`src/rtl/progmem_loader.sv`:
```
// Boot-time loader: parses a framed UART byte stream (sync, count, LE words, checksum)
// and writes each assembled 32-bit word into program memory while holding the CPU off.
module progmem_loader #(
    parameter logic [7:0] SYNC_BYTE = 8'hA5,
    parameter int         MAX_WORDS = 4096
) (
    input  logic        clk,
    input  logic        rst,
    input  logic [7:0]  rx_data,
    input  logic        rx_valid,
    output logic        rx_ready,
    output logic [11:0] mem_address,
    output logic        mem_write,
    output logic [3:0]  mem_byteenable,
    output logic [31:0] mem_writedata,
    input  logic        mem_waitrequest,
    output logic        cpu_hold,
    output logic        load_done,
    output logic        load_error
);

    // state | meaning
    // IDLE  | hunting for SYNC_BYTE, all other bytes dropped
    // LEN0  | expecting word count low byte
    // LEN1  | expecting word count high byte
    // DATA  | collecting the 4 bytes of the next word
    // WRITE | word presented to memory until waitrequest is low
    // CSUM  | expecting the checksum byte
    localparam logic [2:0] IDLE  = 3'd0;
    localparam logic [2:0] LEN0  = 3'd1;
    localparam logic [2:0] LEN1  = 3'd2;
    localparam logic [2:0] DATA  = 3'd3;
    localparam logic [2:0] WRITE = 3'd4;
    localparam logic [2:0] CSUM  = 3'd5;

    localparam logic [16:0] MAX_LEN = 17'(MAX_WORDS);

    logic [2:0]  state_q, state_d;
    logic [15:0] len_q, len_d;
    logic [12:0] idx_q, idx_d;
    logic [1:0]  bcnt_q, bcnt_d;
    logic [7:0]  sum_q, sum_d;
    logic [11:0] mem_address_q, mem_address_d;
    logic        mem_write_q, mem_write_d;
    logic [3:0]  mem_byteenable_q, mem_byteenable_d;
    logic [31:0] mem_writedata_q, mem_writedata_d;
    logic        cpu_hold_q, cpu_hold_d;
    logic        load_done_q, load_done_d;
    logic        load_error_q, load_error_d;

    logic        accept;
    logic [15:0] len_full;
    logic [12:0] idx_next;

    assign rx_ready = (state_q != WRITE);
    assign accept   = rx_valid && rx_ready;
    assign len_full = {rx_data, len_q[7:0]};
    assign idx_next = idx_q + 13'd1;

    always_comb begin
        state_d          = state_q;
        len_d            = len_q;
        idx_d            = idx_q;
        bcnt_d           = bcnt_q;
        sum_d            = sum_q;
        mem_address_d    = mem_address_q;
        mem_write_d      = mem_write_q;
        mem_byteenable_d = mem_byteenable_q;
        mem_writedata_d  = mem_writedata_q;
        cpu_hold_d       = cpu_hold_q;
        load_done_d      = 1'b0;
        load_error_d     = load_error_q;

        case (state_q)
            IDLE: begin
                if (accept && (rx_data == SYNC_BYTE)) begin
                    state_d      = LEN0;
                    cpu_hold_d   = 1'b1;
                    load_error_d = 1'b0;
                    sum_d        = 8'h00;
                    bcnt_d       = 2'd0;
                    idx_d        = 13'd0;
                end
            end
            LEN0: begin
                if (accept) begin
                    len_d[7:0] = rx_data;
                    state_d    = LEN1;
                end
            end
            LEN1: begin
                if (accept) begin
                    len_d = len_full;
                    if (len_full == 16'd0) begin
                        state_d = CSUM;
                    end else if ({1'b0, len_full} > MAX_LEN) begin
                        load_error_d = 1'b1;
                        cpu_hold_d   = 1'b0;
                        state_d      = IDLE;
                    end else begin
                        state_d = DATA;
                    end
                end
            end
            DATA: begin
                if (accept) begin
                    case (bcnt_q)
                        2'd0: mem_writedata_d[7:0]   = rx_data;
                        2'd1: mem_writedata_d[15:8]  = rx_data;
                        2'd2: mem_writedata_d[23:16] = rx_data;
                        default: mem_writedata_d[31:24] = rx_data;
                    endcase
                    sum_d  = sum_q + rx_data;
                    bcnt_d = bcnt_q + 2'd1;
                    if (bcnt_q == 2'd3) begin
                        state_d          = WRITE;
                        mem_write_d      = 1'b1;
                        mem_byteenable_d = 4'hF;
                        mem_address_d    = idx_q[11:0];
                    end
                end
            end
            WRITE: begin
                if (!mem_waitrequest) begin
                    mem_write_d      = 1'b0;
                    mem_byteenable_d = 4'h0;
                    idx_d            = idx_next;
                    // len_q never exceeds MAX_WORDS here, so 13 bits cover it
                    state_d = (idx_next == len_q[12:0]) ? CSUM : DATA;
                end
            end
            CSUM: begin
                if (accept) begin
                    if (rx_data == sum_q) load_done_d  = 1'b1;
                    else                  load_error_d = 1'b1;
                    cpu_hold_d = 1'b0;
                    state_d    = IDLE;
                end
            end
            default: state_d = IDLE;
        endcase
    end

    always_ff @(posedge clk or posedge rst) begin
        if (rst) begin
            state_q          <= IDLE;
            len_q            <= 16'd0;
            idx_q            <= 13'd0;
            bcnt_q           <= 2'd0;
            sum_q            <= 8'h00;
            mem_address_q    <= 12'd0;
            mem_write_q      <= 1'b0;
            mem_byteenable_q <= 4'h0;
            mem_writedata_q  <= 32'h0;
            cpu_hold_q       <= 1'b0;
            load_done_q      <= 1'b0;
            load_error_q     <= 1'b0;
        end else begin
            state_q          <= state_d;
            len_q            <= len_d;
            idx_q            <= idx_d;
            bcnt_q           <= bcnt_d;
            sum_q            <= sum_d;
            mem_address_q    <= mem_address_d;
            mem_write_q      <= mem_write_d;
            mem_byteenable_q <= mem_byteenable_d;
            mem_writedata_q  <= mem_writedata_d;
            cpu_hold_q       <= cpu_hold_d;
            load_done_q      <= load_done_d;
            load_error_q     <= load_error_d;
        end
    end

    assign mem_address    = mem_address_q;
    assign mem_write      = mem_write_q;
    assign mem_byteenable = mem_byteenable_q;
    assign mem_writedata  = mem_writedata_q;
    assign cpu_hold       = cpu_hold_q;
    assign load_done      = load_done_q;
    assign load_error     = load_error_q;

endmodule

```
`config.mk`:
```
export PLATFORM = sky130hd
export DESIGN_NAME = progmem_loader
export DESIGN_NICKNAME = d
export VERILOG_FILES = /design/src/rtl/progmem_loader.sv
export SDC_FILE = /design/constraint.sdc
export NUM_CORES = 1
export LEC_CHECK = 0
export ABC_AREA = 1
export ABC_CLOCK_PERIOD_IN_PS = 6900
export CAP_MARGIN = 20
export CORE_UTILIZATION = 40
export DETAILED_ROUTE_END_ITERATION = 10
export PLACE_DENSITY = 0.67
export SLEW_MARGIN = 20
export SYNTH_ARGS = -nofsm -noshare
export SYNTH_HDL_FRONTEND = slang
export SYNTH_SLANG_ARGS = --single-unit
```
`constraint.sdc`:
```
create_clock -name clk -period 6.9 [get_ports clk]
set_input_delay 1.38 -clock clk [delete_from_list [all_inputs] [get_ports clk]]
set_output_delay 1.38 -clock clk [all_outputs]
set_load 0.05 [all_outputs]
```
# [Word level (Yosys, flattened, before mapping)]
# Cells that the tools add are included.
[totals] register_bits=94 input_bits=12 output_inout_bits=53 word_cells=113
[op_classes] n_addsub=3 n_lt_le_gt_ge=1 eq_ne=22 mux=46 bitwise=2 n_reduce_logical=23
[op_table] operator="one-hot mux 8 bit (2 select lines)" count=2
[op_table] operator="two-way mux 3 bit" count=9
[op_table] operator="two-way mux 13 bit" count=2
[op_table] operator="one-hot mux 13 bit (2 select lines)" count=1
[op_table] operator="two-way mux 8 bit" count=3
[op_table] operator="AND reduction 3 bit" count=8
[op_table] operator="!= test 2 bit, second input constant" count=10
[op_table] operator="one-hot mux 3 bit (6 select lines)" count=1
[op_table] operator="two-way mux 1 bit" count=17
[op_table] operator="> comparator 16 x 13 -> 1 bit, second input constant" count=1
[op_table] operator="logical NOT 16 bit" count=1
[op_table] operator="AND reduction 7 bit" count=2
[op_table] operator="adder 13 x 1 -> 13 bit, second input constant" count=1
[op_table] operator="equality test 13 bit" count=1
[op_table] operator="two-way mux 4 bit" count=3
[op_table] operator="adder 8 bit" count=1
[op_table] operator="equality test 8 bit" count=1
[op_table] operator="equality test 8 bit, second input constant" count=1
[op_table] operator="one-hot mux 4 bit (2 select lines)" count=1
[op_table] operator="equality test 3 x 2 -> 1 bit, second input constant" count=2
[op_table] operator="equality test 3 bit, second input constant" count=2
[op_table] operator="two-way mux 2 bit" count=3
[op_table] operator="one-hot mux 1 bit (3 select lines)" count=2
[op_table] operator="AND reduction 6 bit" count=1
[op_table] operator="16 further kinds" count=21

# [Depth between registers and ports, before layout]
# Gate-level depths: netlist (run 1).
[depth] ltp_word=5 mapped_depth=15 mapped_depth_nobuf=15

# [Worst setup path before layout (run 1)]
# OpenSTA, ideal clock, no wires.
[synth_timing] kind="input-to-reg" start="in rx_data[0]" end="reg sum_q[6]" setup_ns=0.121 arrival_time_ns=2.612 slack_ns=4.167 cell_stages=10 n_path_buf=0 path_cell_list="ha_1 > fa_1 > a21oi_1 > o21ai_0 > nand2_1 > nand2_1 > a21oi_1 > nand2_1 > nand2_1 > o21ai_1"
[synth_between] elab_chain_len=4 elab_cells_between_ends=7
[synth_lines] item="from (decl)" line="9" text="input logic [7:0] rx_data,"
[synth_lines] item="parallel branches: the longest is 4 deep, another holds adder 8 bit"
[synth_lines] item="to (signal assigned)" line="163" text="sum_q <= sum_d;"
[synth_lines] item="to (decl)" line="42" text="logic [7:0] sum_q, sum_d;"
# Several ways; the timed one is not identified. The select of a mux whose other input is x is not followed.
# A chain may end at the register's enable or synchronous reset.

# [Worst setup path in the final report (run 1)]
[layout_timing] start="in rx_valid" end="reg mem_address_q[1] (netlist: mem_address[1])"
[layout_between] elab_chain_len=2
[layout_lines] item="from (decl)" line="10" text="input logic rx_valid,"
[layout_lines] item="logical AND 1 bit" line="56" text="assign accept = rx_valid && rx_ready;"
[layout_lines] item="AND reduction 3 bit (no source line)"
[layout_lines] item="to (signal assigned)" line="164" text="mem_address_q <= mem_address_d;"
[layout_lines] item="to (decl)" line="43" text="logic [11:0] mem_address_q, mem_address_d;"
# Every way passes these cells.

==> metrics.txt, run 1 <==
# TYPE chip_impl_metric gauge
chip_impl_metric{name="async_reset_ff_share",unit="%"} 100
chip_impl_metric{name="synth.net_count",unit=""} 568
chip_impl_metric{name="via_count",unit=""} 3755
chip_impl_metric{name="grt_overflow_total",unit=""} 0
chip_impl_metric{name="yosys_register_bits",unit=""} 87
chip_impl_metric{name="syn-cell-area",unit="um2"} 4370
chip_impl_metric{name="io_buffer_count",unit=""} 64
chip_impl_info{name="yosys_most_used_dff",value="dfrtp_1"} 1
chip_impl_info{name="unrepaired_setup_endpoints_after_global_routing",value="false"} 1
chip_impl_metric{name="cts-resized-gates",unit=""} 0
chip_impl_metric{name="start_util",unit="%"} 41.7
chip_impl_metric{name="die_area",unit="um2"} 11300
chip_impl_info{name="tritoncts",value="yes"} 1
chip_impl_metric{name="dp_hpwl",unit="mm"} 7.25
chip_impl_metric{name="wire_length_of_the_first_global_routing_pass",unit="mm"} 17.7
chip_impl_metric{name="post_route_cells_drive_above_1_share",unit="%"} 6.27
chip_impl_info{name="clockRootBuffer",value="clkbuf_8"} 1
chip_impl_metric{name="clock_sinks",unit=""} 87
chip_impl_info{name="top_usage_layer",value="met2"} 1
chip_impl_metric{name="core_box_area",unit="um2"} 10500
chip_impl_metric{name="yosys.cell_types.count",unit=""} 33
chip_impl_info{name="status",value="completed"} 1
chip_impl_metric{name="final_min_period_over_clock_period",unit="%"} 51.1
chip_impl_metric{name="routedWlPerCell",unit="um"} 14.0
chip_impl_metric{name="grt_pass1_vias",unit=""} 3665
chip_impl_metric{name="grt_util_met3",unit="%"} 4.48
chip_impl_metric{name="clkTransAtPathRegs",unit="ns"} 0.09
chip_impl_info{name="crit_type",value="primary input to register"} 1
chip_impl_metric{name="number_of_antenna_violations_at_the_first_check_in_global_routing",unit=""} 0
chip_impl_metric{name="final_skew",unit="ns"} 0.0123
chip_impl_metric{name="dpl.cell_count",unit=""} 726
chip_impl_metric{name="power_density",unit="nW/um2"} 380
chip_impl_metric{name="met1_usage",unit="%"} 25.6
chip_impl_metric{name="report.final.hold_viol_count",unit=""} 0
chip_impl_metric{name="final-instance-count-excl-fill",unit=""} 742
chip_impl_info{name="synth_top_cells_by_count",value="nand2_1, dfrtp_1, nand3_1"} 1
chip_impl_metric{name="drt_iter0_drc",unit=""} 165
chip_impl_metric{name="power_leakage",unit="nW"} 2.44
chip_impl_metric{name="critical_path.max_fanout",unit=""} 26
chip_impl_metric{name="synth_enable_flop_cells",unit=""} 0
chip_impl_metric{name="fmax",unit="MHz"} 284
chip_impl_metric{name="cts-buffers-inserted",unit=""} 9
chip_impl_metric{name="final.min_clock_period",unit="ns"} 3.52
chip_impl_info{name="min-delay-path-class",value="register to register"} 1
chip_impl_info{name="yosysMostFrequentCell",value="nand2_1"} 1
chip_impl_metric{name="grt_use_total",unit="%"} 19.8
chip_impl_metric{name="slew_margin_rel",unit="%"} 48.4
chip_impl_metric{name="drcViolationCount",unit=""} 0
chip_impl_metric{name="die_height",unit="um"} 107
chip_impl_metric{name="clock_tree.htree_level_count",unit=""} 3
chip_impl_metric{name="netlist.area_leader.share",unit="%"} 49.8
chip_impl_metric{name="finalSetupViolCount",unit=""} 0
chip_impl_metric{name="synth-seq-area-share",unit="%"} 49.8
chip_impl_metric{name="drt_first_pass_iters",unit=""} 4
chip_impl_metric{name="synthToLayoutAreaGrowth",unit="%"} 21.4
chip_impl_metric{name="timing.critical_path.arrival",unit="ns"} 3.78
chip_impl_metric{name="die_width",unit="um"} 107
chip_impl_metric{name="floorplan.rows",unit=""} 37
chip_impl_metric{name="pin_count_of_the_biggest_net_entering_global_routing",unit=""} 88
chip_impl_metric{name="cts.hold.buffers_added",unit=""} 0
chip_impl_metric{name="drtAntennaViolNets",unit=""} 0
chip_impl_info{name="setup.worst_path.start_class",value="primary input"} 1
chip_impl_metric{name="fillCellCount",unit=""} 1056
chip_impl_metric{name="max-clock-path-buffers",unit=""} 2
chip_impl_metric{name="boundaryPins",unit=""} 65
chip_impl_metric{name="num_antenna_cells",unit=""} 0
chip_impl_metric{name="post_cts.repair.setup_buffers",unit=""} 0
chip_impl_info{name="cp-end-kind",value="register"} 1
chip_impl_metric{name="yosysWarnings",unit=""} 0
chip_impl_info{name="synthDominantAreaCellType",value="dfrtp_1"} 1
chip_impl_metric{name="post_syn_instances",unit=""} 543
chip_impl_metric{name="routabilityCongestion",unit=""} 0.873
chip_impl_metric{name="timing.max_cap.violations",unit=""} 0
chip_impl_metric{name="via_per_inst",unit=""} 5.06
chip_impl_metric{name="irDropWorstVdd",unit="mV"} 0.272
chip_impl_metric{name="design.final.nets",unit=""} 626
chip_impl_metric{name="postSynthAreaPerCell",unit="um2"} 8.04
chip_impl_metric{name="insertion_delay",unit="ns"} 0.36
chip_impl_metric{name="setup_total_negative_slack",unit="ns"} 0
chip_impl_metric{name="required",unit="ns"} 7.15
chip_impl_metric{name="slew_viol_final",unit=""} 0
chip_impl_metric{name="met2_layer_usage_reported_by_global_route",unit="%"} 33.2
chip_impl_info{name="cell_types_occupying_the_most_area_after_synthesis",value="dfrtp_1, nand2_1, nand3_1"} 1
chip_impl_metric{name="tightest_slew",unit="ns"} 0.774
chip_impl_metric{name="drt_wl_total",unit="mm"} 10.4
## final timing paths
check / startpoint / to / slack, ns / cells past startpoint
setup / recovery: rx_valid / mem_address[1] / 3.38 / 6
hold / removal: mem_writedata[26] / mem_writedata[26] / 0.49 / 2
setup reg to reg: state_q[2] / mem_address[1] / 4.20 / 8
hold reg to reg: mem_writedata[26] / mem_writedata[26] / 0.49 / 2
max in group asynchronous: rst / idx_q[9] / 4.82 / 3
min in group asynchronous: rst / mem_address[2] / 1.55 / 3
## flip-flops by register name, indices dropped and copies added, names as in the netlist
signal / flops
len_q: 13
state_q: 3
mem_byteenable: 1
load_error: 1
sum_q: 8
mem_writedata: 32
cpu_hold: 1
load_done: 1
bcnt_q: 2
idx_q: 13
mem_address: 12
## cell usage in the layout (no fill, tap or decap), drive strengths merged
| cell | Yosys | final |
|---|---|---|
| nand2 | 159 | 159 |
| dfrtp | 87 | 87 |
| o21ai | 79 | 79 |
| clkdlybuf4s50 | 0 | 64 |
| inv | 59 | 62 |
| nand3 | 54 | 54 |
| nor2 | 34 | 34 |
| ha | 12 | 12 |
| a21oi | 10 | 10 |
| clkbuf | 6 | 9 |
| nand4 | 8 | 8 |
| nor3 | 4 | 4 |
| nand3b | 4 | 4 |
| xor2 | 3 | 3 |
| clkinv | 0 | 3 |
| mux2 | 2 | 2 |
| xnor2 | 2 | 2 |
| o22ai | 2 | 2 |
| buf | 13 | 2 |
| and2 | 1 | 1 |
| o21bai | 1 | 1 |
| nor4 | 1 | 1 |
| o211ai | 1 | 1 |
| fa | 1 | 1 |
| bufinv | 0 | 1 |
## layer usage
layer  share of wire [%]  up-vias
li1                    -     1875
met1                  46     1770
met2                  48       99
met3                 5.6       11
met4                 1.2        0
met5                   0        -
## cell families (layout without fill, tap and decap cells)
family	count (synthesis)	in the layout	synth area share, %
and+or+nand+nor	265	265	26.0
DFF	87	87	49.8
xor gates and xnor gates	5	5	1.00
buffers and inverters	78	141	7.62
muxes	2	2	0.516
AOI/OAI and AO/OA	93	93	11.1
adders and majority gates	13	13	3.90
## critical path, cell delays in order
cell	delay, ns
clkdlybuf4s50_1	0.59
inv_1	0.08
nor2_1	0.55
nand2_1	0.53
buf_8	0.32
mux2_1	0.31
## area by class of cell
type | count | area [um2] | area share, %
clock buffer | 9 | 124 | 2.34
clock inverter | 7 | 85.1 | 1.60
inverter | 59 | 223 | 4.20
multi-input combinational | 378 | 1860 | 35.0
sequential | 87 | 2180 | 41.0
tap | 136 | 170 | 3.21
timing repair buffer | 66 | 667 | 12.6
## per-stage QoR
step	power, W	util [%]	hold slack [ns]	cell area, um2	worst slack [ns]
3_3_place_gp	0.00162	48.5	0.471	5080	2.73
4_1_cts	0.00203	50.7	0.500	5300	3.37
2_1_floorplan	0.00141	-	0.466	4370	3.27
3_5_place_dp	0.00164	48.7	0.478	5090	3.01
6_report	0.00201	50.7	0.491	5300	3.38
5_1_grt	0.00216	50.7	0.521	5300	3.20
## where the power goes
| part | switching, W | internal, W | total [W] | leakage (nW) |
|---|---|---|---|---|
| clock network | 0.000205 | 0.000175 | 0.000380 | 0.107 |
| logic | 0.000599 | 0.000293 | 0.000892 | 1.17 |
| registers | 0.000102 | 0.000638 | 0.000740 | 1.17 |
| total | 0.000907 | 0.00111 | 0.00201 | 2.44 |
Power figures use the tool's default switching activity.
==> inputs of run 2 (changes only) <==
- ABC_CLOCK_PERIOD_IN_PS: 6900 -> 2900
- PLACE_DENSITY: 0.67 -> 0.69
- clock period: 6.9 -> 2.9 ns (I/O delays scaled with it)
==> run 2 against run 1 <==
Net effect:
- routed wire length down 0.90%
- critical path depth down 1
- first-iteration DRC count up 12%
- clock-buffer cell count unchanged
- critical endpoint is now rx_ready
- final area increased by 1.3%
- sequential cell count stayed put
- largest power group unchanged
==> metrics.txt, run 2 (synthesis results as in run 1) <==
# TYPE chip_impl_metric gauge
chip_impl_info{name="status",value="completed"} 1
chip_impl_metric{name="utilization",unit="%"} 51.4
chip_impl_metric{name="pin_count_of_the_biggest_net_entering_global_routing",unit=""} 54
chip_impl_metric{name="placedInstanceArea",unit="um2"} 5180
chip_impl_info{name="min-delay-path-class",value="register to register"} 1
chip_impl_info{name="cp-end-kind",value="primary output"} 1
chip_impl_info{name="final_common_cell",value="nand2_1"} 1
chip_impl_metric{name="cts-resized-gates",unit=""} 0
chip_impl_info{name="most-common-layout-cells",value="nand2_1, dfrtp_1, clkdlybuf4s50_1, nand3_1, o21ai_1"} 1
chip_impl_metric{name="final_min_period_over_clock_period",unit="%"} 90.9
chip_impl_metric{name="dp_hpwl",unit="mm"} 7.54
chip_impl_metric{name="number_of_antenna_violations_at_the_first_check_in_global_routing",unit=""} 0
chip_impl_metric{name="die_height",unit="um"} 107
chip_impl_metric{name="post_route_cells_drive_above_1_share",unit="%"} 7.94
chip_impl_metric{name="final.hold.worst_slack",unit="ns"} 0.491
chip_impl_info{name="setup.worst_path.start_class",value="register"} 1
chip_impl_metric{name="finalSetupViolCount",unit=""} 0
chip_impl_metric{name="final.min_clock_period",unit="ns"} 2.64
chip_impl_metric{name="drt_first_pass_iters",unit=""} 4
chip_impl_metric{name="grt_overflow_total",unit=""} 0
chip_impl_metric{name="final-instance-count-excl-fill",unit=""} 753
chip_impl_metric{name="power_frac_clock",unit="%"} 17.6
chip_impl_metric{name="power_spent_charging_and_discharging_nets",unit="W"} 0.00218
chip_impl_metric{name="via_count",unit=""} 3764
chip_impl_metric{name="clock_sinks",unit=""} 87
chip_impl_metric{name="final_design_area_no_fill",unit="um2"} 5370
chip_impl_metric{name="netSwitchingFraction",unit="%"} 46.0
chip_impl_metric{name="drtAntennaViolNets",unit=""} 0
chip_impl_metric{name="slew_viol_final",unit=""} 0
chip_impl_metric{name="required",unit="ns"} 2.32
chip_impl_metric{name="met1_usage",unit="%"} 25.3
chip_impl_metric{name="design.final.nets",unit=""} 637
chip_impl_metric{name="grt_use_total",unit="%"} 19.6
chip_impl_metric{name="met2_layer_usage_reported_by_global_route",unit="%"} 32.7
chip_impl_info{name="unrepaired_setup_endpoints_after_global_routing",value="false"} 1
chip_impl_metric{name="core_box_area",unit="um2"} 10500
chip_impl_metric{name="post_cts.repair.setup_buffers",unit=""} 0
chip_impl_metric{name="clkTransAtPathRegs",unit="ns"} 0.09
chip_impl_metric{name="boundaryPins",unit=""} 65
chip_impl_metric{name="timing.max_cap.violations",unit=""} 0
chip_impl_metric{name="floorplan.rows",unit=""} 37
chip_impl_metric{name="final_skew",unit="ns"} 0.0108
chip_impl_metric{name="grt_util_met3",unit="%"} 4.60
chip_impl_metric{name="drt_iter0_drc",unit=""} 184
chip_impl_metric{name="die_area",unit="um2"} 11300
chip_impl_metric{name="pwr-share-seq",unit="%"} 37.3
chip_impl_metric{name="critical_path.max_fanout",unit=""} 4
chip_impl_metric{name="report.final.hold_viol_count",unit=""} 0
chip_impl_metric{name="setup_total_negative_slack",unit="ns"} 0
chip_impl_info{name="top_usage_layer",value="met2"} 1
chip_impl_metric{name="cts-buffers-inserted",unit=""} 9
chip_impl_metric{name="irDropWorstVdd",unit="mV"} 0.645
chip_impl_metric{name="via_per_inst",unit=""} 5.00
chip_impl_metric{name="routedWlPerCell",unit="um"} 13.6
chip_impl_metric{name="timing.critical_path.arrival",unit="ns"} 2.06
chip_impl_metric{name="fmax",unit="MHz"} 379
chip_impl_metric{name="power_leakage",unit="nW"} 2.49
chip_impl_info{name="clockRootBuffer",value="clkbuf_8"} 1
chip_impl_metric{name="grt_pass1_vias",unit=""} 3539
chip_impl_metric{name="max-clock-path-buffers",unit=""} 2
chip_impl_metric{name="synthToLayoutAreaGrowth",unit="%"} 23.0
chip_impl_metric{name="insertion_delay",unit="ns"} 0.37
chip_impl_metric{name="slew_margin_rel",unit="%"} 54.7
chip_impl_metric{name="die_width",unit="um"} 107
chip_impl_metric{name="dpl.cell_count",unit=""} 737
chip_impl_metric{name="num_antenna_cells",unit=""} 0
chip_impl_metric{name="drt_wl_total",unit="mm"} 10.3
chip_impl_metric{name="routabilityCongestion",unit=""} 0.916
chip_impl_metric{name="clock_tree.htree_level_count",unit=""} 3
chip_impl_metric{name="power_density",unit="nW/um2"} 884
chip_impl_info{name="tritoncts",value="yes"} 1
chip_impl_metric{name="io_buffer_count",unit=""} 64
chip_impl_metric{name="cts.hold.buffers_added",unit=""} 0
chip_impl_metric{name="tightest_slew",unit="ns"} 0.678
chip_impl_metric{name="start_util",unit="%"} 41.7
chip_impl_metric{name="comb_power_share",unit="%"} 45.0
chip_impl_info{name="crit_type",value="register to primary output"} 1
chip_impl_metric{name="p_int",unit="W"} 0.00257
chip_impl_metric{name="drcViolationCount",unit=""} 0
chip_impl_metric{name="wire_length_of_the_first_global_routing_pass",unit="mm"} 17.3
chip_impl_metric{name="largest_reg_flops",unit=""} 32
## run 2: cell types whose count changed in the layout (fill, tap and decap cells not counted)
cell	previous run	this run
inv_8	1	4
buf_8	1	0
bufinv_16	1	0
buf_4	0	12
buf_12	0	1
buf_6	1	0
inv_6	3	0
clkinv_4	2	3
## run 2: critical path, stage by stage (launching register included)
cell and delay (ns):
dfrtp_1 0.45, nor2_1 0.23, inv_2 0.08, nor2_2 0.16
inv_2 0.07, clkdlybuf4s50_1 0.70
## run 2: layout make-up
class	instances	area, um2
clock inverters	7	71.3
flip-flops and latches	87	2180
fillers	1012	5090
well taps	136	170
multi-input cells	378	1860
clock buffers	9	124
repair buffers	77	751
inverters	59	223
## run 2: final timing paths
| kind | start | end | slack (ns) | cells past startpoint |
|---|---|---|---|---|
| worst min register to register | mem_address[2] | mem_address[2] | 0.49 | 2 |
| worst max register to register | state_q[2] | idx_q[1] | 0.88 | 10 |
| worst min-delay path | mem_address[2] | mem_address[2] | 0.49 | 2 |
| max in group asynchronous | rst | sum_q[2] | 1.75 | 3 |
| min in group asynchronous | rst | mem_address[5] | 0.53 | 2 |
| worst max-delay path | state_q[1] | rx_ready | 0.26 | 5 |
## run 2: routing by layer
metal	part of all wire, %	routed length [um]	vias to the layer above
met5	0	0	-
met4	1.3	130	0
met3	5.5	569	13
met2	48	4980	92
met1	45	4600	1744
li1	-	-	1915
## run 2: power groups by stage
| stage | clock network, W | registers, W | logic, W |
|---|---|---|---|
| 3_3_place_gp | 0 | 0.00178 | 0.00209 |
| 5_1_grt | 0.000917 | 0.00181 | 0.00237 |
| 4_1_cts | 0.000863 | 0.00177 | 0.00214 |
| 6_report | 0.000838 | 0.00177 | 0.00214 |
| 2_1_floorplan | 0 | 0.00218 | 0.00117 |
| 3_5_place_dp | 0 | 0.00179 | 0.00214 |
## run 2: per-stage QoR
step	worst slack, ns	total power (W)
6_report	0.265	0.00475
3_3_place_gp	0.208	0.00386
4_1_cts	0.248	0.00478
2_1_floorplan	0.0698	0.00335
5_1_grt	0.170	0.00510
3_5_place_dp	0.172	0.00393
==> inputs of run 3 (changes only) <==
- ABC_AREA: 1 -> not set
==> run 3 against run 2 <==
Net effect:
- non-clock buffer count up 4
- sequential cell count unchanged
- clock-buffer cell count unchanged
- clock skew down 0.0037 ns
- sequential power about the same
- synthesized cell count down 24%
- utilization down 0.87 points
- hold slack better by 0.0017 ns
- sequential share of layout area down 0.91 points
- synthesized area up 2.6%
- final area up 2.3%
==> metrics.txt, run 3 <==
# TYPE chip_impl_metric gauge
chip_impl_info{name="yosys_most_used_dff",value="dfrtp_1"} 1
chip_impl_metric{name="drtAntennaViolNets",unit=""} 0
chip_impl_metric{name="insertion_delay",unit="ns"} 0.36
chip_impl_info{name="hold_start",value="mem_address[1]"} 1
chip_impl_metric{name="p_int",unit="W"} 0.00237
chip_impl_metric{name="yosysWarnings",unit=""} 0
chip_impl_info{name="status",value="completed"} 1
chip_impl_info{name="r2r_startpoint",value="idx_q[0]"} 1
chip_impl_metric{name="grt_overflow_total",unit=""} 0
chip_impl_metric{name="utilization",unit="%"} 50.5
chip_impl_metric{name="post_route_cells_drive_above_1_share",unit="%"} 20.0
chip_impl_metric{name="boundaryPins",unit=""} 65
chip_impl_metric{name="drt_iter0_drc",unit=""} 147
chip_impl_metric{name="start_util",unit="%"} 41.2
chip_impl_metric{name="timing.reg2reg.worst_path_depth",unit=""} 6
chip_impl_metric{name="grt_use_total",unit="%"} 19.3
chip_impl_metric{name="critical-path-max-stage-delay",unit="ns"} 0.72
chip_impl_info{name="crit_type",value="register to primary output"} 1
chip_impl_info{name="cell_types_occupying_the_most_area_after_synthesis",value="dfrtp_1, mux2_2, o21ai_0"} 1
chip_impl_metric{name="multiplexer_share_of_the_synthesized_area",unit="%"} 14.3
chip_impl_info{name="synth_top_cells_by_count",value="dfrtp_1, mux2_2, o21ai_0"} 1
chip_impl_metric{name="fmax",unit="MHz"} 360
chip_impl_metric{name="via_count",unit=""} 3402
chip_impl_metric{name="post_syn_instances",unit=""} 413
chip_impl_metric{name="synth.net_count",unit=""} 438
chip_impl_metric{name="final_skew",unit="ns"} 0.00704
chip_impl_metric{name="dp_hpwl",unit="mm"} 7.28
chip_impl_metric{name="core_box_area",unit="um2"} 10900
chip_impl_metric{name="drt_first_pass_iters",unit=""} 4
chip_impl_metric{name="number_of_antenna_violations_at_the_first_check_in_global_routing",unit=""} 0
chip_impl_metric{name="synth_enable_flop_cells",unit=""} 0
chip_impl_metric{name="clock_tree.htree_level_count",unit=""} 3
chip_impl_metric{name="dpl.cell_count",unit=""} 604
chip_impl_metric{name="synthSimpleGateAreaFrac",unit="%"} 12.7
chip_impl_metric{name="synth-adder-area-share",unit="%"} 3.80
chip_impl_metric{name="netSwitchingFraction",unit="%"} 38.4
chip_impl_metric{name="netlist.area_leader.share",unit="%"} 48.6
chip_impl_info{name="critical_path.reg2reg.endpoint",value="state_q[1]"} 1
chip_impl_metric{name="tightest_slew",unit="ns"} 0.771
chip_impl_metric{name="timing.critical_path.arrival",unit="ns"} 2.20
chip_impl_info{name="yosysMostFrequentCell",value="dfrtp_1"} 1
chip_impl_metric{name="wire_length_of_the_first_global_routing_pass",unit="mm"} 17.2
chip_impl_metric{name="multi_input_comb_area",unit="um2"} 2120
chip_impl_metric{name="slew_viol_final",unit=""} 0
chip_impl_metric{name="comb_power_share",unit="%"} 33.5
chip_impl_metric{name="postSynthAreaPerCell",unit="um2"} 10.9
chip_impl_metric{name="final.hold.worst_slack",unit="ns"} 0.492
chip_impl_metric{name="required",unit="ns"} 2.32
chip_impl_metric{name="critical_path.max_fanout",unit=""} 8
chip_impl_metric{name="io_buffer_count",unit=""} 64
chip_impl_info{name="setup.worst_path.start_class",value="register"} 1
chip_impl_metric{name="power_leakage",unit="nW"} 2.48
chip_impl_metric{name="area.sequential",unit="um2"} 2180
chip_impl_metric{name="yosys_register_bits",unit=""} 87
chip_impl_info{name="synthDominantAreaCellType",value="dfrtp_1"} 1
chip_impl_metric{name="final-instance-count-excl-fill",unit=""} 620
chip_impl_info{name="dominant_combinational_cell_family_by_area_after_synthesis",value="multiplexers"} 1
chip_impl_metric{name="die_area",unit="um2"} 11600
chip_impl_metric{name="slew_margin_rel",unit="%"} 48.5
chip_impl_info{name="cp-end-kind",value="primary output"} 1
chip_impl_metric{name="power_frac_clock",unit="%"} 21.3
chip_impl_metric{name="clkTransAtPathRegs",unit="ns"} 0.09
chip_impl_metric{name="die_width",unit="um"} 108
chip_impl_info{name="min-delay-path-class",value="register to register"} 1
chip_impl_metric{name="final_min_period_over_clock_period",unit="%"} 95.8
chip_impl_metric{name="power_density",unit="nW/um2"} 699
chip_impl_metric{name="cts-resized-gates",unit=""} 0
chip_impl_info{name="hold_path_end",value="mem_address[1]"} 1
chip_impl_metric{name="max-clock-path-buffers",unit=""} 2
chip_impl_metric{name="report.final.hold_viol_count",unit=""} 0
chip_impl_metric{name="post_cts.repair.setup_buffers",unit=""} 0
chip_impl_metric{name="syn-cell-area",unit="um2"} 4480
chip_impl_metric{name="routabilityCongestion",unit=""} 0.840
chip_impl_metric{name="synth-seq-area-share",unit="%"} 48.6
chip_impl_metric{name="share_of_the_synthesized_area_in_compound_gates_ao_oa_aoi_oai",unit="%"} 12.3
chip_impl_metric{name="async_reset_ff_share",unit="%"} 100
chip_impl_metric{name="cts-buffers-inserted",unit=""} 9
chip_impl_metric{name="design.final.nets",unit=""} 500
chip_impl_metric{name="via_per_inst",unit=""} 5.49
chip_impl_metric{name="power_spent_charging_and_discharging_nets",unit="W"} 0.00148
chip_impl_metric{name="pwr-share-seq",unit="%"} 45.2
chip_impl_info{name="unrepaired_setup_endpoints_after_global_routing",value="false"} 1
chip_impl_metric{name="hold_depth",unit=""} 2
chip_impl_metric{name="grt_pass1_vias",unit=""} 3420
chip_impl_info{name="cpMaxStageDelayCell",value="clkdlybuf4s50_1"} 1
chip_impl_metric{name="num_antenna_cells",unit=""} 0
chip_impl_metric{name="pin_count_of_the_biggest_net_entering_global_routing",unit=""} 43
chip_impl_info{name="crit_path_cell_trace",value="inv_1, or3_1, clkdlybuf4s50_1"} 1
chip_impl_metric{name="routedWlPerCell",unit="um"} 16.4
chip_impl_metric{name="synthToLayoutAreaGrowth",unit="%"} 22.6
chip_impl_metric{name="cts.hold.buffers_added",unit=""} 0
chip_impl_metric{name="fillCellCount",unit=""} 982
chip_impl_metric{name="irDropWorstVdd",unit="mV"} 0.299
chip_impl_metric{name="floorplan.rows",unit=""} 38
chip_impl_info{name="most-common-layout-cells",value="dfrtp_1, clkdlybuf4s50_1, mux2_2, o21ai_0, nand2_1"} 1
chip_impl_metric{name="yosys.cell_types.count",unit=""} 52
chip_impl_metric{name="largest_reg_flops",unit=""} 32
chip_impl_metric{name="timing.max_cap.violations",unit=""} 0
chip_impl_info{name="tritoncts",value="yes"} 1
chip_impl_metric{name="drcViolationCount",unit=""} 0
chip_impl_metric{name="clock_sinks",unit=""} 87
chip_impl_metric{name="die_height",unit="um"} 108
chip_impl_metric{name="timing.reg2reg.setup_slack",unit="ns"} 0.28
chip_impl_metric{name="finalPower",unit="W"} 0.00384
chip_impl_metric{name="finalSetupViolCount",unit=""} 0
chip_impl_metric{name="drt_wl_total",unit="mm"} 10.1
chip_impl_metric{name="setup_total_negative_slack",unit="ns"} 0
chip_impl_info{name="clockRootBuffer",value="clkbuf_8"} 1
chip_impl_metric{name="final.min_clock_period",unit="ns"} 2.78
chip_impl_metric{name="synth_xor_area_share",unit="%"} 4.10
chip_impl_info{name="final_common_cell",value="dfrtp_1"} 1
run 3: cell count changes after synthesis, sizes merged, moves of 6 or more:
| cell | delta |
|---|---|
| and3 | +6 |
| clkbuf | +14 |
| inv | -48 |
| mux2 | +54 |
| nand2 | -131 |
| nand3 | -46 |
| nor2 | -14 |
| nor4 | +7 |
| o21ai | -43 |
| o31ai | +8 |
| or3 | +6 |
| xnor2 | +9 |
| xor2 | +7 |
run 3: layout make-up:
cell class / count / share of cell area, %
clock buffer: 9 / 2.25
clock inverter: 7 / 1.23
inverter: 11 / 0.774
multi-input combinational: 285 / 38.5
sequential: 87 / 39.6
tap: 140 / 3.19
timing repair buffer: 81 / 14.4
run 3: per-layer routing:
layer  vias to the layer above  global-route usage, %  part of all wire, %
li1                       1616                      -                    -
met1                      1667                   25.2                   45
met2                        97                   29.8                   46
met3                        22                   5.33                  6.5
met4                         0                   8.71                  2.7
met5                         -                      0                    0
run 3: power by group through the flow:
stage | sequential (W) | clock (W) | combinational [W]
2_1_floorplan | 0.00183 | 0 | 0.000862
3_3_place_gp | 0.00175 | 0 | 0.00124
3_5_place_dp | 0.00176 | 0 | 0.00128
4_1_cts | 0.00174 | 0.000845 | 0.00129
5_1_grt | 0.00179 | 0.000897 | 0.00141
6_report | 0.00174 | 0.000819 | 0.00129
run 3: cell families after synthesis:
| logic type | Yosys count |
|---|---|
| mux | 57 |
| fa+ha+maj | 13 |
| flops | 87 |
| simple gates | 107 |
| xor+xnor | 21 |
| compound gates | 87 |
| buf+inv | 41 |
run 3: critical path, delay by kind of cell (launching register included):
kind          cells  cell delay (ns)
simple gates      1             0.43
flops             1             0.50
buf+inv           2             0.91
run 3: per-stage QoR:
stage	instance area (um2)	worst slack (ns)
after global routing	5500	0.0201
after global placement	5310	0.162
after CTS	5500	0.113
after detailed placement	5310	0.107
after floorplan	4480	0.0698
final	5500	0.121
run 3: how the worst max path moves through the flow:
stage | from | endpoint | depth (start not counted)
6_report | state_q[2] | rx_ready | 3
5_1_grt | state_q[2] | rx_ready | 3
4_1_cts | state_q[2] | rx_ready | 3
3_5_place_dp | rx_data[1] | sum_q[7] | 9
3_3_place_gp | rx_data[1] | sum_q[7] | 9
2_1_floorplan | rst | bcnt_q[0] | 1
==> edit 1, RTL diff (config.mk and constraints of run 3) <==
Set the parameter `MAX_WORDS` to 2048 (it was 4096).
--- a/src/rtl/progmem_loader.sv
+++ b/src/rtl/progmem_loader.sv
@@ -2,7 +2,7 @@
 // and writes each assembled 32-bit word into program memory while holding the CPU off.
 module progmem_loader #(
     parameter logic [7:0] SYNC_BYTE = 8'hA5,
-    parameter int         MAX_WORDS = 4096
+    parameter int         MAX_WORDS = 2048
 ) (
     input  logic        clk,
     input  logic        rst,
Function: changed (Yosys sat finds a counterexample within 4 cycles, from zero or initial values and one cycle with rst high).
==> edit 1 against run 3 <==
- non-clock buffer count rose by 1
- sequential cell count is the same
- area after synthesis up 0.20%
- synthesized cell count decreased by 0.48%
- design area up 0.16%
- wire length grew 1.5%
- setup slack better by 75 ps
Power is not compared: it rests on default switching activity, and its combinational part moved more than twofold at a synthesized area within 25%.
==> edit 1: results (changes against run 3) <==
[grt]
grt_use_met3 = 0.0506  ; -0.00264
use_met1 = 0.251  ; -0.000503
grt_max_degree = 38  ; -12%
grt_use_met2 = 0.325  ; +0.0277
grt_pass1_wl_um = 17500  ; +1.8%
grt_pass1_vias = 3415  ; -0.15%

[worst_setup_path]
worst_path_largest_cell_delay_ps = 850  ; +130 ps
cp.arrival_ps = 2120  ; -80 ps
crit_start = state_q[0]
critPathMaxFanout = 12  ; +4

[placed_design]
gp_congestion = 0.833  ; -0.79%
pre_cts_ws_ps = 59.8  ; -46.8 ps

[synthesis]
synth.net_count = 436  ; -0.46%
yosys.cell_types.count = 51  ; -1.9%
ys_top_cells_by_count = dfrtp_1 (87), mux2_2 (56), nand2_1 (36)

[routing]
viasPerCell = 5.33  ; -2.9%
post_drt_wl_per_cell_um = 16.4  ; +0.49%
wl_met3_um = 595  ; -9.4%
route.met2.wl_um = 5010  ; +8.0%
first_iter_violations = 182  ; +24%

[cells_and_area]
fill_cells = 986  ; +0.41%
nets = 506  ; +1.2%
drive_gt1_frac = 0.208  ; +0.00782

[worst_hold_path]
hp-start = cpu_hold

[sta]
finClkSkew_ps = 10.7  ; +3.67 ps
worstMarginPinSlew_ps = 741  ; -30.4 ps

[run_status]
status = finished clean

edit 1: changes by cell type after synthesis, moves of 4 or more:
cell and change:
xnor2_1 +7, nor4_1 -4, nor2_1 +7, nand2_1 +8
o21ai_0 -4, a21oi_1 -4, clkbuf_1 -10
edit 1: per-stage QoR:
step           hold slack, ps  area [sq um]  utilization  cells
3_5_place_dp              487          5320        0.488    610
5_1_grt                   524          5510        0.506    626
6_report                  496          5510        0.506    626
4_1_cts                   510          5510        0.506    626
3_3_place_gp              487          5320        0.488    610
2_1_floorplan             471          4490            -    411
edit 1: power by group through the flow:
stage / clock network, mW / registers, mW / logic (mW)
floorplan: 0 / 2.90 / 1.48
global placement: 0 / 2.11 / 3.09
detailed placement: 0 / 2.14 / 3.16
CTS: 0.827 / 2.12 / 3.17
global route: 0.874 / 2.20 / 3.39
finish: 0.802 / 2.12 / 3.17
edit 1: path summary, 6_finish.rpt:
kind                                           to  slack, ps  cells after the start
worst min register to register           cpu_hold        500                      1
min in group asynchronous       mem_writedata[29]        610                      2
worst min-delay path                     cpu_hold        500                      1
max in group asynchronous        mem_writedata[7]       1660                      3
worst max register to register         state_q[1]        680                      7
worst max-delay path                     rx_ready        200                      3
edit 1: layout make-up:
| class | count | share of cell area |
|---|---|---|
| sequential | 87 | 0.395 |
| multi-input combinational | 291 | 0.388 |
| timing repair buffer | 82 | 0.143 |
| tap | 140 | 0.0318 |
| clock buffer | 10 | 0.0250 |
| clock inverter | 6 | 0.00954 |
| inverter | 10 | 0.00704 |
edit 1: cell families (layout without fill, tap and decap cells):
family,after synthesis,count (layout),share of synthesized area
mux,59,59,0.147
flops,87,87,0.485
xor+xnor,25,25,0.0487
fa+ha+maj,14,14,0.0401
simple gates,122,122,0.142
compound gates,71,71,0.0980
buf+inv,33,108,0.0396
==> edit 2, RTL diff (flow settings as in run 3) <==
Without the edit above. Reset style: synchronous (`rst`), changed in one clocked block.
--- a/src/rtl/progmem_loader.sv
+++ b/src/rtl/progmem_loader.sv
@@ -141,7 +141,7 @@
         endcase
     end
 
-    always_ff @(posedge clk or posedge rst) begin
+    always_ff @(posedge clk) begin
         if (rst) begin
             state_q          <= IDLE;
             len_q            <= 16'd0;
Formal check against the unedited RTL: differs if rst is asserted again (counterexample within 4 cycles, from zero or initial values and one cycle with rst high); with rst held inactive, the same outputs for 4 cycles.
==> edit 2 against run 3 <==
- die area rose by 1.2%
- wire length is 18% higher
- sequential cell count unchanged
- area after synthesis rose by 1.2%
- via count rose by 28%
- setup slack better by 61 ps
- design area rose by 0.91%
- critical path depth unchanged
Power is not compared: it rests on default switching activity, and its combinational part moved more than twofold at a synthesized area within 25%.
==> edit 2: results (changes against run 3) <==
[run_status]
status = finished clean

[placed_design]
pre_cts_ws_ps = 89.1  ; -17.5 ps
place_inst = 751  ; +24%
dp_hpwl_um = 8440  ; +16%

[cts]
cts-root-buf = clkbuf_16

[synthesis]
synth_ff_type = dfxtp_1
ys_top_cells_by_count = dfxtp_1 (87), a21oi_1 (78), nand2_1 (70)
ys_seq_area_frac = 0.384  ; -0.102
syn_inst = 574  ; +39%
synth_mux_area_frac = 0.0353  ; -0.108
synth_xor_area_frac = 0.0347  ; -0.00629
synth_area_leaders = dfxtp_1 (38%), a21oi_1 (8.6%), nand2_1 (5.8%)
synth_fa_ha_area_frac = 0.0403  ; +0.00230

[routing]
route.met2.wl_um = 5630  ; +21%
drt-total-wl_um = 11900  ; +18%

[grt]
grt_use_met3 = 0.0500  ; -0.00324
grt_pass1_vias = 4128  ; +21%
use_met1 = 0.282  ; +0.0301

[cells_and_area]
nets = 648  ; +30%
layout.cells.non_filler = 767  ; +24%
fill_cells = 1071  ; +9.1%

[worst_setup_path]
r2r_cells = 7  ; +1
worstReg2RegStart = idx_q[0]

[sta]
timing.hold.ws_ps = 463  ; -29.0 ps
finClkSkew_ps = 7.27  ; +0.230 ps

-- edit 2: cell count changes in the layout (fill, tap and decap cells not counted), sizes merged, moves of 41 or more --
| cell | delta |
|---|---|
| a21oi | +65 |
| dfxtp | +87 |
| mux2 | -56 |
| nor2 | +41 |
| nand2 | +43 |
| dfrtp | -87 |
| nand3 | +43 |
-- edit 2: cell type report --
cell class                 instances  area, sq um  area share
clock buffer                      10          239      0.0431
clock inverter                     6         52.6     0.00947
inverter                          10         37.5     0.00677
multi-input combinational        430         2520       0.454
sequential                        87         1740       0.314
tap                              140          175      0.0316
timing repair buffer              84          786       0.142
-- edit 2: worst max-delay path: stages, from the launching register on --
cell and delay (ps):
dfxtp_1 580, nor2_1 160, nand2_1 210, clkdlybuf4s50_1 840
-- edit 2: cells by family (layout without fill, tap and decap cells) --
group	count (synthesis)	after routing
flip-flops	87	87
AO/OA/AOI/OAI	131	131
buffers and inverters	57	110
multiplexers	16	16
XOR/XNOR	18	18
AND/OR/NAND/NOR	251	251
adder cells (fa/ha/maj)	14	14
